**config.mk**
```make
export PLATFORM = sky130hd
export DESIGN_NAME = fetch_unit
export DESIGN_NICKNAME = d
export VERILOG_FILES = /design/src/rtl/fetch_unit_pkg.sv /design/src/rtl/fetch_pc.sv /design/src/rtl/fetch_unit.sv
export SDC_FILE = /design/constraint.sdc
export NUM_CORES = 1
export LEC_CHECK = 0
export ABC_AREA = 0
export BUFFER_PORTS_ARGS = -buffer_cell sky130_fd_sc_hd__buf_4
export CORE_UTILIZATION = 35
export CTS_CLUSTER_DIAMETER = 50
export DETAILED_ROUTE_END_ITERATION = 12
export GPL_TIMING_DRIVEN = 0
export SKIP_CTS_REPAIR_TIMING = 1
export SLEW_MARGIN = 10
export SYNTH_ARGS = -nofsm -noshare
export SYNTH_HDL_FRONTEND = slang
export SYNTH_SLANG_ARGS = --single-unit
```
**constraint.sdc**
```tcl
create_clock -name clk -period 4.5 [get_ports clk]
set_input_delay 1.125 -clock clk [delete_from_list [all_inputs] [get_ports clk]]
set_output_delay 1.125 -clock clk [all_outputs]
set_load 0.05 [all_outputs]
```
**src/rtl/fetch_unit_pkg.sv**
```systemverilog
// fetch_unit_pkg
// Shared definitions for the fetch stage and the central control unit:
//   - enable-vector bit indices for inst_en (central drives the same vector)
//   - bit positions of the IR fields
//   - fetch FSM state encoding
package fetch_unit_pkg;

    // Bit positions inside the six-bit enable vector {PC, INST, ADDR, Y, OP, X}
    localparam int PC_EN   = 5;
    localparam int INST_EN = 4;
    localparam int ADDR_EN = 3;
    localparam int Y_EN    = 2;
    localparam int OP_EN   = 1;
    localparam int X_EN    = 0;

    // Instruction field positions for a 16-bit instruction word
    localparam int OP_MSB   = 15;
    localparam int OP_LSB   = 13;
    localparam int X_MSB    = 12;
    localparam int X_LSB    = 10;
    localparam int Y_MSB    = 9;
    localparam int Y_LSB    = 8;
    localparam int ADDR_MSB = 7;
    localparam int ADDR_LSB = 0;

    typedef enum logic [1:0] {
        IDLE = 2'b00,
        REQ  = 2'b01,
        DONE = 2'b10
    } fetch_state_t;

endpackage

```
**src/rtl/fetch_pc.sv**
```systemverilog
// fetch_pc
// Program counter register. A load takes priority over an increment; the
// increment wraps modulo 2^ADDR_W.
// Ports:
//   clk    in   clock
//   clr    in   synchronous active-high reset (PC -> 0)
//   load   in   load PC from target
//   inc    in   increment PC
//   target in   load value
//   pc     out  program counter
module fetch_pc #(
    parameter int ADDR_W = 8
) (
    input  logic              clk,
    input  logic              clr,
    input  logic              load,
    input  logic              inc,
    input  logic [ADDR_W-1:0] target,
    output logic [ADDR_W-1:0] pc
);

    always_ff @(posedge clk) begin
        if (clr) begin
            pc <= '0;
        end else if (load) begin
            pc <= target;
        end else if (inc) begin
            pc <= pc + ADDR_W'(1);
        end
    end

endmodule

```
**src/rtl/fetch_unit.sv**
```systemverilog
// fetch_unit
// Instruction fetch and field-decode stage. Owns the PC, runs a req/ack read
// against instruction memory, captures the word in the IR and splits the IR
// into op / x / y / addr field registers under control of inst_en.
// Optional feature macro: FETCH_TIMEOUT_EN (abort a fetch after TIMEOUT
// cycles without mem_ack, raising fetch_err together with fetch_done).
// Ports:
//   clk, clr          clock, synchronous active-high reset
//   en_fetch          fetch start strobe (only honoured in IDLE)
//   inst_en[5:0]      {PC_EN, INST_EN, ADDR_EN, Y_EN, OP_EN, X_EN}
//   pc_load/pc_target jump request and destination
//   mem_req/mem_addr  memory read request and address (= pc)
//   mem_ack/mem_rdata memory read valid and data
//   busy, fetch_done, fetch_err   status
//   op_q, x_sel, y_sel, addr_q    decoded field registers
//   pc                program counter
module fetch_unit
    import fetch_unit_pkg::*;
#(
    parameter int INST_W  = 16,
    parameter int ADDR_W  = 8,
    parameter int TIMEOUT = 15
) (
    input  logic              clk,
    input  logic              clr,
    input  logic              en_fetch,
    input  logic [5:0]        inst_en,
    input  logic              pc_load,
    input  logic [ADDR_W-1:0] pc_target,
    output logic              mem_req,
    output logic [ADDR_W-1:0] mem_addr,
    input  logic              mem_ack,
    input  logic [INST_W-1:0] mem_rdata,
    output logic              busy,
    output logic              fetch_done,
    output logic              fetch_err,
    output logic [2:0]        op_q,
    output logic [2:0]        x_sel,
    output logic [1:0]        y_sel,
    output logic [7:0]        addr_q,
    output logic [ADDR_W-1:0] pc
);

    fetch_state_t      state;
    fetch_state_t      next_state;
    logic [INST_W-1:0] ir;
    logic              timeout_hit;
    logic              complete;
    logic              pend_valid;
    logic [ADDR_W-1:0] pend_target;
    logic              pc_ld;
    logic              pc_inc;
    logic [ADDR_W-1:0] pc_tgt;

    always_ff @(posedge clk) begin
        if (clr) begin
            state <= IDLE;
        end else begin
            state <= next_state;
        end
    end

    always_comb begin
        next_state = state;
        mem_req    = 1'b0;
        busy       = 1'b0;
        fetch_done = 1'b0;
        case (state)
            IDLE: begin
                if (en_fetch) begin
                    next_state = REQ;
                end
            end
            REQ: begin
                mem_req = 1'b1;
                busy    = 1'b1;
                if (mem_ack || timeout_hit) begin
                    next_state = DONE;
                end
            end
            DONE: begin
                busy       = 1'b1;
                fetch_done = 1'b1;
                next_state = IDLE;
            end
            default: begin
                next_state = IDLE;
            end
        endcase
    end

    // A fetch ends either with the memory acknowledge or with a timeout abort.
    assign complete = (state == REQ) && (mem_ack || timeout_hit);

`ifdef FETCH_TIMEOUT_EN
    localparam int CNT_W = $clog2(TIMEOUT + 1);

    logic [CNT_W-1:0] wait_cnt;
    logic             err_q;

    assign timeout_hit = (wait_cnt == CNT_W'(TIMEOUT)) && !mem_ack;

    // Wait counter restarts when a fetch is launched and counts unacked cycles.
    always_ff @(posedge clk) begin
        if (clr) begin
            wait_cnt <= '0;
        end else if (state == IDLE && en_fetch) begin
            wait_cnt <= '0;
        end else if (state == REQ && !mem_ack && !timeout_hit) begin
            wait_cnt <= wait_cnt + CNT_W'(1);
        end
    end

    always_ff @(posedge clk) begin
        if (clr) begin
            err_q <= 1'b0;
        end else begin
            err_q <= (state == REQ) && timeout_hit;
        end
    end

    assign fetch_err = err_q;
`else
    assign timeout_hit = 1'b0;
    // No abort path exists, so this is constant low for any sensible TIMEOUT.
    assign fetch_err   = (TIMEOUT < 0);
`endif

    // A jump requested while the request is outstanding is parked here so the
    // address seen by memory cannot change under an active mem_req.
    always_ff @(posedge clk) begin
        if (clr) begin
            pend_valid  <= 1'b0;
            pend_target <= '0;
        end else if (state == REQ && pc_load && !complete) begin
            pend_valid  <= 1'b1;
            pend_target <= pc_target;
        end else if (complete) begin
            pend_valid  <= 1'b0;
        end
    end

    assign pc_ld  = (pc_load && state != REQ) || (complete && (pc_load || pend_valid));
    assign pc_tgt = pc_load ? pc_target : pend_target;
    assign pc_inc = (state == REQ) && mem_ack && inst_en[PC_EN];

    fetch_pc #(
        .ADDR_W (ADDR_W)
    ) u_fetch_pc (
        .clk    (clk),
        .clr    (clr),
        .load   (pc_ld),
        .inc    (pc_inc),
        .target (pc_tgt),
        .pc     (pc)
    );

    assign mem_addr = pc;

    // IR captures the memory word on ack, or becomes a NOP on a timeout abort.
    always_ff @(posedge clk) begin
        if (clr) begin
            ir <= '0;
        end else if (state == REQ && inst_en[INST_EN]) begin
            if (mem_ack) begin
                ir <= mem_rdata;
            end else if (timeout_hit) begin
                ir <= '0;
            end
        end
    end

    // Field registers sample the current IR whenever their enable is set.
    always_ff @(posedge clk) begin
        if (clr) begin
            op_q   <= '0;
            x_sel  <= '0;
            y_sel  <= '0;
            addr_q <= '0;
        end else begin
            if (inst_en[OP_EN]) begin
                op_q <= ir[OP_MSB:OP_LSB];
            end
            if (inst_en[X_EN]) begin
                x_sel <= ir[X_MSB:X_LSB];
            end
            if (inst_en[Y_EN]) begin
                y_sel <= ir[Y_MSB:Y_LSB];
            end
            if (inst_en[ADDR_EN]) begin
                addr_q <= ir[ADDR_MSB:ADDR_LSB];
            end
        end
    end

endmodule

```
After elaboration in Yosys (flattened, before gate mapping)
Index checks and enable logic that the tools add are counted.
{"block": "op_classes", "shifts": 0, "mul": 0, "reduce_logical": 16, "order_cmp": 0, "eq_ne": 5, "addsub": 1, "n_mux": 11, "bitwise_logic": 0, "n_div": 0}
{"operator": "8-bit 2-to-1 mux", "count": 3}
{"operator": "8-bit by 1-bit adder with 8-bit output (second input constant)", "count": 1}
{"operator": "1-bit logical AND", "count": 7}
{"operator": "1-bit 2-to-1 mux", "count": 5}
{"operator": "2-bit 2-to-1 mux", "count": 2}
{"operator": "2-bit inequality test (second input constant)", "count": 2}
{"operator": "2-bit case mux with 2 select lines", "count": 1}
{"operator": "2-bit AND reduction", "count": 2}
{"operator": "2-bit nonzero test", "count": 2}
{"operator": "2-bit by 1-bit == test with 1-bit output (second input constant)", "count": 1}
{"operator": "2-bit == test (second input constant)", "count": 1}
{"operator": "2-bit zero test", "count": 1}
{"operator": "1-bit logical OR", "count": 2}
{"operator": "2-bit by 1-bit inequality test with 1-bit output (second input constant)", "count": 1}
{"operator": "2-bit OR reduction", "count": 1}
{"operator": "1-bit zero test", "count": 1}
{"block": "totals", "mem_bits_ro": 0, "latchBits": 0, "memories": 0, "inputBits": 35, "out_inout_bits": 36, "reg_bits": 51, "ramBits": 0}

Depth between registers and ports, before layout
Gate-level depths: netlist of run 1.
{"block": "logic_depth", "depth_word": 5, "ltp_mapped": 8, "depth_no_buf": 6}

Cells and area by module
From an unflattened synthesis of run 1, not the netlist that was laid out.
{"block": "hier_totals", "cells_unflattened": 254, "area_unflattened_um2": 2292.2}
{"module": "fetch_unit", "n_inst": 1, "cells_per_inst": 201, "area_per_inst_um2": 1828.0}
{"module": "fetch_pc", "n_inst": 1, "cells_per_inst": 53, "area_per_inst_um2": 464.2}

Worst setup path after synthesis of run 1
Ideal clock, no wire load.
{"block": "synth_path", "path_type": "register -> output", "startpoint": "reg u_fetch_pc.pc[0]", "endpoint": "out pc[0]", "path_slack_ns": 2.370, "n_path_buf": 1, "required_ns": 3.375, "path_stages_with_launch": 2, "arrival_ns": 1.005, "path_cell_list": "dfxtp_1 > buf_4"}
{"item": "from (decl)", "line": "fetch_pc.sv:19", "rtl": "output logic [ADDR_W-1:0] pc"}
{"item": "from (signal assigned)", "line": "fetch_pc.sv:26", "rtl": "pc <= target;"}
{"item": "from (signal assigned)", "line": "fetch_pc.sv:28", "rtl": "pc <= pc + ADDR_W'(1);"}
{"item": "to (decl)", "line": "fetch_unit.sv:41", "rtl": "output logic [ADDR_W-1:0] pc"}
No word-level cell between the ends.

Worst setup path after layout of run 1
{"block": "layout_path", "startpoint": "reg state[0]", "endpoint": "out busy"}
{"block": "layout_between", "elab_chain_len": 3}
{"item": "from (decl)", "line": "fetch_unit.sv:44", "rtl": "fetch_state_t state;"}
{"item": "from (signal assigned)", "line": "fetch_unit.sv:59", "rtl": "state <= next_state;"}
{"item": "2-bit by 1-bit == test with 1-bit output or 2-bit == test (tied branches)", "line": "fetch_unit.sv:68", "rtl": "case (state)"}
{"item": "2-bit OR reduction (no source line) (*)"}
{"item": "1-bit 2-to-1 mux (*)", "line": "fetch_unit.sv:68"}
{"item": "to (decl)", "line": "fetch_unit.sv:34", "rtl": "output logic busy,"}
Every way passes the cells marked *; elsewhere a longest branch is shown, timed or not.

==> results.md, run 1 <==
* Layout cell share with drive strength beyond 1 at 30.1%
* Fin. Hold Viols at 0
* DP Worst Slack at 2220 ps
* Pins Over Slew Limit at 0
* Most common cell after layout, fill and taps aside: buf_4
* Synth Area per Inst at 8.56 um^2
* VDD IR max at 0.179 mV
* Post-DP Area at 2830 um^2
* Synth top area cells: dfxtp_1, mux2i_1, a21oi_1
* Ys async rst share at 0%
* Placeable Area at 6030 um^2
* Tcrit/Tclk final at 53.1%
* Drt pass-1 iters at 4
* IO buf count at 67
* Final Critical Period at 2390 ps
* TritonCTS clock tree: done
* Number of global-route vias before repair at 1856
* Slowest cell on crit path: dfxtp_1
* Aggregate routed wire length at 5390 um
* Bufs on Longest Clock Path at 2
* Mapped Cells at 261
* Initial drt markers at 90
* Final Core Density at 48.9%
* Area leader, netlist: dfxtp_1
* Syn nets at 301
* Global-route wire length before repair at 8670 um
* Share of Yosys cell area claimed by the top area cell type at 45.7%
* R2R Path End: ir[11]
* Largest net degree at the start of global routing at 16
* Top Ports at 71
* Mapped Area at 2230 um^2
* Ant diodes at 0
* Drt drc at 0
* CP startpoint: state[0]
* CTS Sinks at 51
* Worst path cell trace: inv_1, ha_1, buf_4
* Clock Pin Slew Worst Setup and Hold Paths at 90 ps
* PwrDens at 350 nW/um^2
* Vias at 2029
* Post-synthesis register bit count at 51
* Antenna violations before repair at 0
* Clk Latency, worst-skew pair at 310 ps
* CTS root buf: clkbuf_8
* Die W at 81.9 um
* Die H at 81.9 um
* Cts bufs inserted at 5
* CP Class: reg2out
* Endpoint type of the worst setup path: output port
* Overflow after GRT at 0
* Hold Crit Class: reg2reg
* RSZ-0062 raised after global routing: no
* Final Skew at 14.5 ps
* Least-Margin Pin Slew at 611 ps
* R2R Path Start: state[1]
* Ys Warns at 0
* Final WS setup at 2110 ps
* Post-DP HPWL at 3940 um
* Reg2Reg Setup Slack at 2870 ps
* Global Route Usage Sum at 17.1%
* Final setup TNS at 0 ps
* Wire per inst at 13.1 um
* Outcome: completed
* Row count at 28
* Post-synth EDFFs at 0
* Critical path arrival at 1260 ps
* Design area at 2950 um^2
* CP Max Fanout at 4
* Most frequent cells in the layout: buf_4, dfxtp_1, nand2_1
* Leakage at 0.00128 uW
* Distinct cells, synth at 39
* Req. time, crit path at 3380 ps
* Final setup vio count at 0
* Antenna Nets Post-Route at 0
* Area delta synth->final at 32.0%
* Die area at 6700 um^2
* Initial Util at 37.1%
* Via density at 4.94
* Fmax at 0.419 GHz
* Slew HR at 59.3%
* Register area share after synthesis at 45.7%
* CP peak stage delay at 390 ps
* CP Launch Type: flop
* R2R depth at 6
* Layout net count at 375
* Gpl congestion at 0.787
* # Max-Cap Violations at 0
* Crit path to: busy
* CTS H-Tree Depth at 2
* Ys flop type: dfxtp_1
[how the worst min path moves through the flow]
stage	startpoint	end	slack, ps	depth (start not counted)
floorplan	pend_target[0]	pend_target[0]	430	2
global placement	pend_target[0]	pend_target[0]	440	2
detailed placement	pend_target[1]	pend_target[1]	450	2
CTS	pend_target[2]	pend_target[2]	460	2
global route	pend_target[0]	pend_target[0]	480	2
finish	pend_target[2]	pend_target[2]	460	2
[registers in the layout (all words and copies together) (netlist names)]
name,flops
u_fetch_pc.pc,8
x_sel,3
op_q,3
addr_q,8
state,2
pend_valid,1
pend_target,8
ir,16
y_sel,2
[synthesized netlist by cell type, types with 2 or more instances]
cell type,n
buf_4,9
and3_1,6
o21a_1,2
a21oi_1,34
ha_1,5
nand3_1,13
inv_1,4
buf_6,2
nor4_1,3
nand2_1,44
or3_1,2
nor2_1,24
buf_2,5
mux2i_1,18
dfxtp_1,51
o22ai_1,5
nand4_1,2
o211ai_1,2
clkbuf_1,8
mux2_2,2
a211oi_1,2
[per-layer routing]
metal | global-route usage, % | share of wire (%) | vias to the layer above
li1 | - | - | 1029
met1 | 21.2 | 44 | 938
met2 | 28.7 | 48 | 55
met3 | 3.78 | 5.7 | 7
met4 | 6.67 | 1.4 | 0
met5 | 0 | 0 | -
[kinds of logic after synthesis]
family | after synthesis | synth area share, %
compound gates | 49 | 12.2
mux | 20 | 9.08
buf+inv | 28 | 7.17
xor+xnor | 1 | 0.392
fa+ha+maj | 5 | 2.80
simple gates | 106 | 22.5
flops | 51 | 45.7
other cells | 1 | 0.168
[where the power goes]
| group | total (uW) | internal, uW | switching (uW) |
|---|---|---|---|
| clock network | 334 | 180 | 154 |
| logic | 215 | 83.2 | 131 |
| registers | 484 | 468 | 16.1 |
[critical path, delay by kind of cell, from the launching register on]
kind	cells	cell delay [ps]
buf+inv	2	270
fa+ha+maj	1	300
flops	1	390
[through the flow]
step / hold WS (ps) / std cells / total power [uW]
detailed placement: 446 / 403 / 710
CTS: 460 / 411 / 1040
floorplan: 434 / 261 / 638
global route: 480 / 411 / 1080
global placement: 440 / 403 / 708
finish: 457 / 411 / 1030
[final cells by class]
cell class	instances	area, um^2
clock inverters	2	35.0
repair buffers	67	503
plain buffers	24	145
clock buffers	6	82.6
well taps	75	93.8
flip-flops and latches	51	1020
fillers	631	3080
multi-input cells	182	1050
inverters	4	15.0
(Power assumes the default switching activity.)
==> run 2, diff against run 1 <==
--- a/config.mk
+++ b/config.mk
@@ -5,7 +5,7 @@
 export SDC_FILE = /design/constraint.sdc
 export NUM_CORES = 1
 export LEC_CHECK = 0
-export ABC_AREA = 0
+export ABC_AREA = 1
 export BUFFER_PORTS_ARGS = -buffer_cell sky130_fd_sc_hd__buf_4
 export CORE_UTILIZATION = 35
 export CTS_CLUSTER_DIAMETER = 50
==> constraint.sdc (replaced) <==
create_clock -name clk -period 2.2 [get_ports clk]
set_input_delay 0.55 -clock clk [delete_from_list [all_inputs] [get_ports clk]]
set_output_delay 0.55 -clock clk [all_outputs]
set_load 0.05 [all_outputs]
==> results.md, run 2 <==
* Outcome: completed
* Number of global-route vias before repair at 1959
* Ys Warns at 0
* IO buf count at 69
* Ys async rst share at 0%
* Fmax at 0.560 GHz
* Leakage at 0.00131 uW
* Syn nets at 340
* R2R Path Start: state[1]
* Synth top area cells: dfxtp_1, o21ai_0, a21oi_1
* Final Critical Period at 1780 ps
* Slew HR at 60.7%
* Least-Margin Pin Slew at 589 ps
* Synth Area per Inst at 7.49 um^2
* Mapped Area at 2250 um^2
* Area leader, netlist: dfxtp_1
* Drt drc at 0
* Endpoint type of the worst setup path: output port
* Distinct cells, synth at 23
* Req. time, crit path at 1650 ps
* Design area at 2950 um^2
* Reg2Reg Setup Slack at 680 ps
* Final setup vio count at 0
* R2R depth at 9
* Drt pass-1 iters at 4
* Most common cell after layout, fill and taps aside: buf_4
* Global Route Usage Sum at 17.3%
* TritonCTS clock tree: done
* Antenna Nets Post-Route at 0
* Post-synth EDFFs at 0
* Via density at 4.73
* Ys flop type: dfxtp_1
* Wire per inst at 11.9 um
* Largest net degree at the start of global routing at 18
* Final Skew at 10.8 ps
* Gpl congestion at 0.786
* CTS Sinks at 51
* Tcrit/Tclk final at 81.1%
* Cts bufs inserted at 5
* R2R Path End: u_fetch_pc.pc[3]
* Die area at 6750 um^2
* Initial drt markers at 65
* Most frequent cells in the layout: buf_4, dfxtp_1, o21ai_0
* Critical path arrival at 1230 ps
* Die H at 82.2 um
* CTS root buf: clkbuf_8
* CP Launch Type: flop
* Final setup TNS at 0 ps
* Die W at 82.2 um
* Crit path to: busy
* Overflow after GRT at 0
* CP Max Fanout at 3
* CP Class: reg2out
* Final WS setup at 416 ps
* Placeable Area at 6060 um^2
* Count leader, synth: dfxtp_1
* Post-DP Area at 2860 um^2
* Fin. Hold Viols at 0
* Global-route wire length before repair at 8780 um
* Hold Crit Class: in2reg
* # Max-Cap Violations at 0
* Share of Yosys cell area claimed by the top area cell type at 45.4%
* Fill cells at 659
* Post-synthesis register bit count at 51
* Multi-input gate area at 952 um^2
* Layout net count at 416
* Commonest cells in the netlist: dfxtp_1, o21ai_0, a21oi_1, nand2_1, inv_1
* RSZ-0062 raised after global routing: no
* Row count at 28
* Storage element area at 1020 um^2
* Max reg flops at 16
* Vias at 2136
* Layout cell share with drive strength beyond 1 at 27.3%
* Area delta synth->final at 31.3%
* Pins Over Slew Limit at 0
* Clock Pin Slew Worst Setup and Hold Paths at 100 ps
* Worst hold slack at 425 ps
* Bufs on Longest Clock Path at 2
* Aggregate routed wire length at 5390 um
* Clk Latency, worst-skew pair at 310 ps
* PwrDens at 908 nW/um^2
* VDD IR max at 0.333 mV
* Ant diodes at 0
* CTS H-Tree Depth at 2
* Antenna violations before repair at 0
* CP startpoint: state[0]
* Most flops, register: ir
* Register area share after synthesis at 45.4%
* Top Ports at 71
* Post-DP HPWL at 4100 um
* Initial Util at 37.1%
* DP Worst Slack at 623 ps
* Mapped Cells at 300
[run 2: cell types whose count changed after synthesis, sizes merged, moves of 3 or more]
cell,delta
a211oi,+4
a21oi,+10
and3,-7
buf,-4
inv,+37
mux2i,-18
nand3,-4
nor4,-3
o21ai,+47
o22ai,-5
[run 2: final cells by class]
type,count,area share [%]
Buffer,20,4.03
Clock buffer,5,2.33
Clock inverter,3,0.763
Inverter,41,5.30
Multi-Input combinational cell,188,32.3
Sequential cell,51,34.6
Tap cell,75,3.18
Timing Repair Buffer,69,17.5
[run 2: worst max-delay path: stages, from the launching register on]
cell,delay (ps)
dfxtp_1,370
inv_1,80
ha_1,290
buf_4,190
[run 2: metrics by stage]
stage | cells | utilization [%] | power (uW)
floorplan | 300 | - | 1860
global placement | 444 | 47.2 | 2130
detailed placement | 444 | 47.2 | 2150
CTS | 452 | 48.7 | 2710
global route | 452 | 48.7 | 2850
finish | 452 | 48.7 | 2680
[run 2: kinds of logic after synthesis]
| logic type | count (synthesis) | share of synthesized area, % |
|---|---|---|
| buf+inv | 61 | 12.2 |
| simple gates | 84 | 15.8 |
| compound gates | 98 | 23.6 |
| fa+ha+maj | 5 | 2.78 |
| flops | 51 | 45.4 |
| other cells | 1 | 0.167 |
[run 2: how the worst min path moves through the flow]
stage	endpoint	slack (ps)	cells after the start	from
final	y_sel[1]	430	2	inst_en[2]
after detailed placement	pend_target[1]	440	2	pend_target[1]
after global routing	y_sel[1]	420	2	inst_en[2]
after floorplan	pend_target[0]	420	2	pend_target[0]
after global placement	pend_target[1]	440	2	pend_target[1]
after CTS	y_sel[1]	420	2	inst_en[2]
[run 2: power breakdown]
part,total (uW),internal [uW],switching (uW)
registers,1110,1040,66.3
clock network,563,231,333
logic,1010,332,677
[run 2: layer usage]
| metal | up-vias | wire, um | track usage, % |
|---|---|---|---|
| met2 | 73 | 2470 | 28.5 |
| met3 | 10 | 403 | 5.60 |
| met4 | 0 | 93 | 5.96 |
| li1 | 1124 | - | - |
| met1 | 929 | 2420 | 21.0 |
| met5 | - | 0 | 0 |
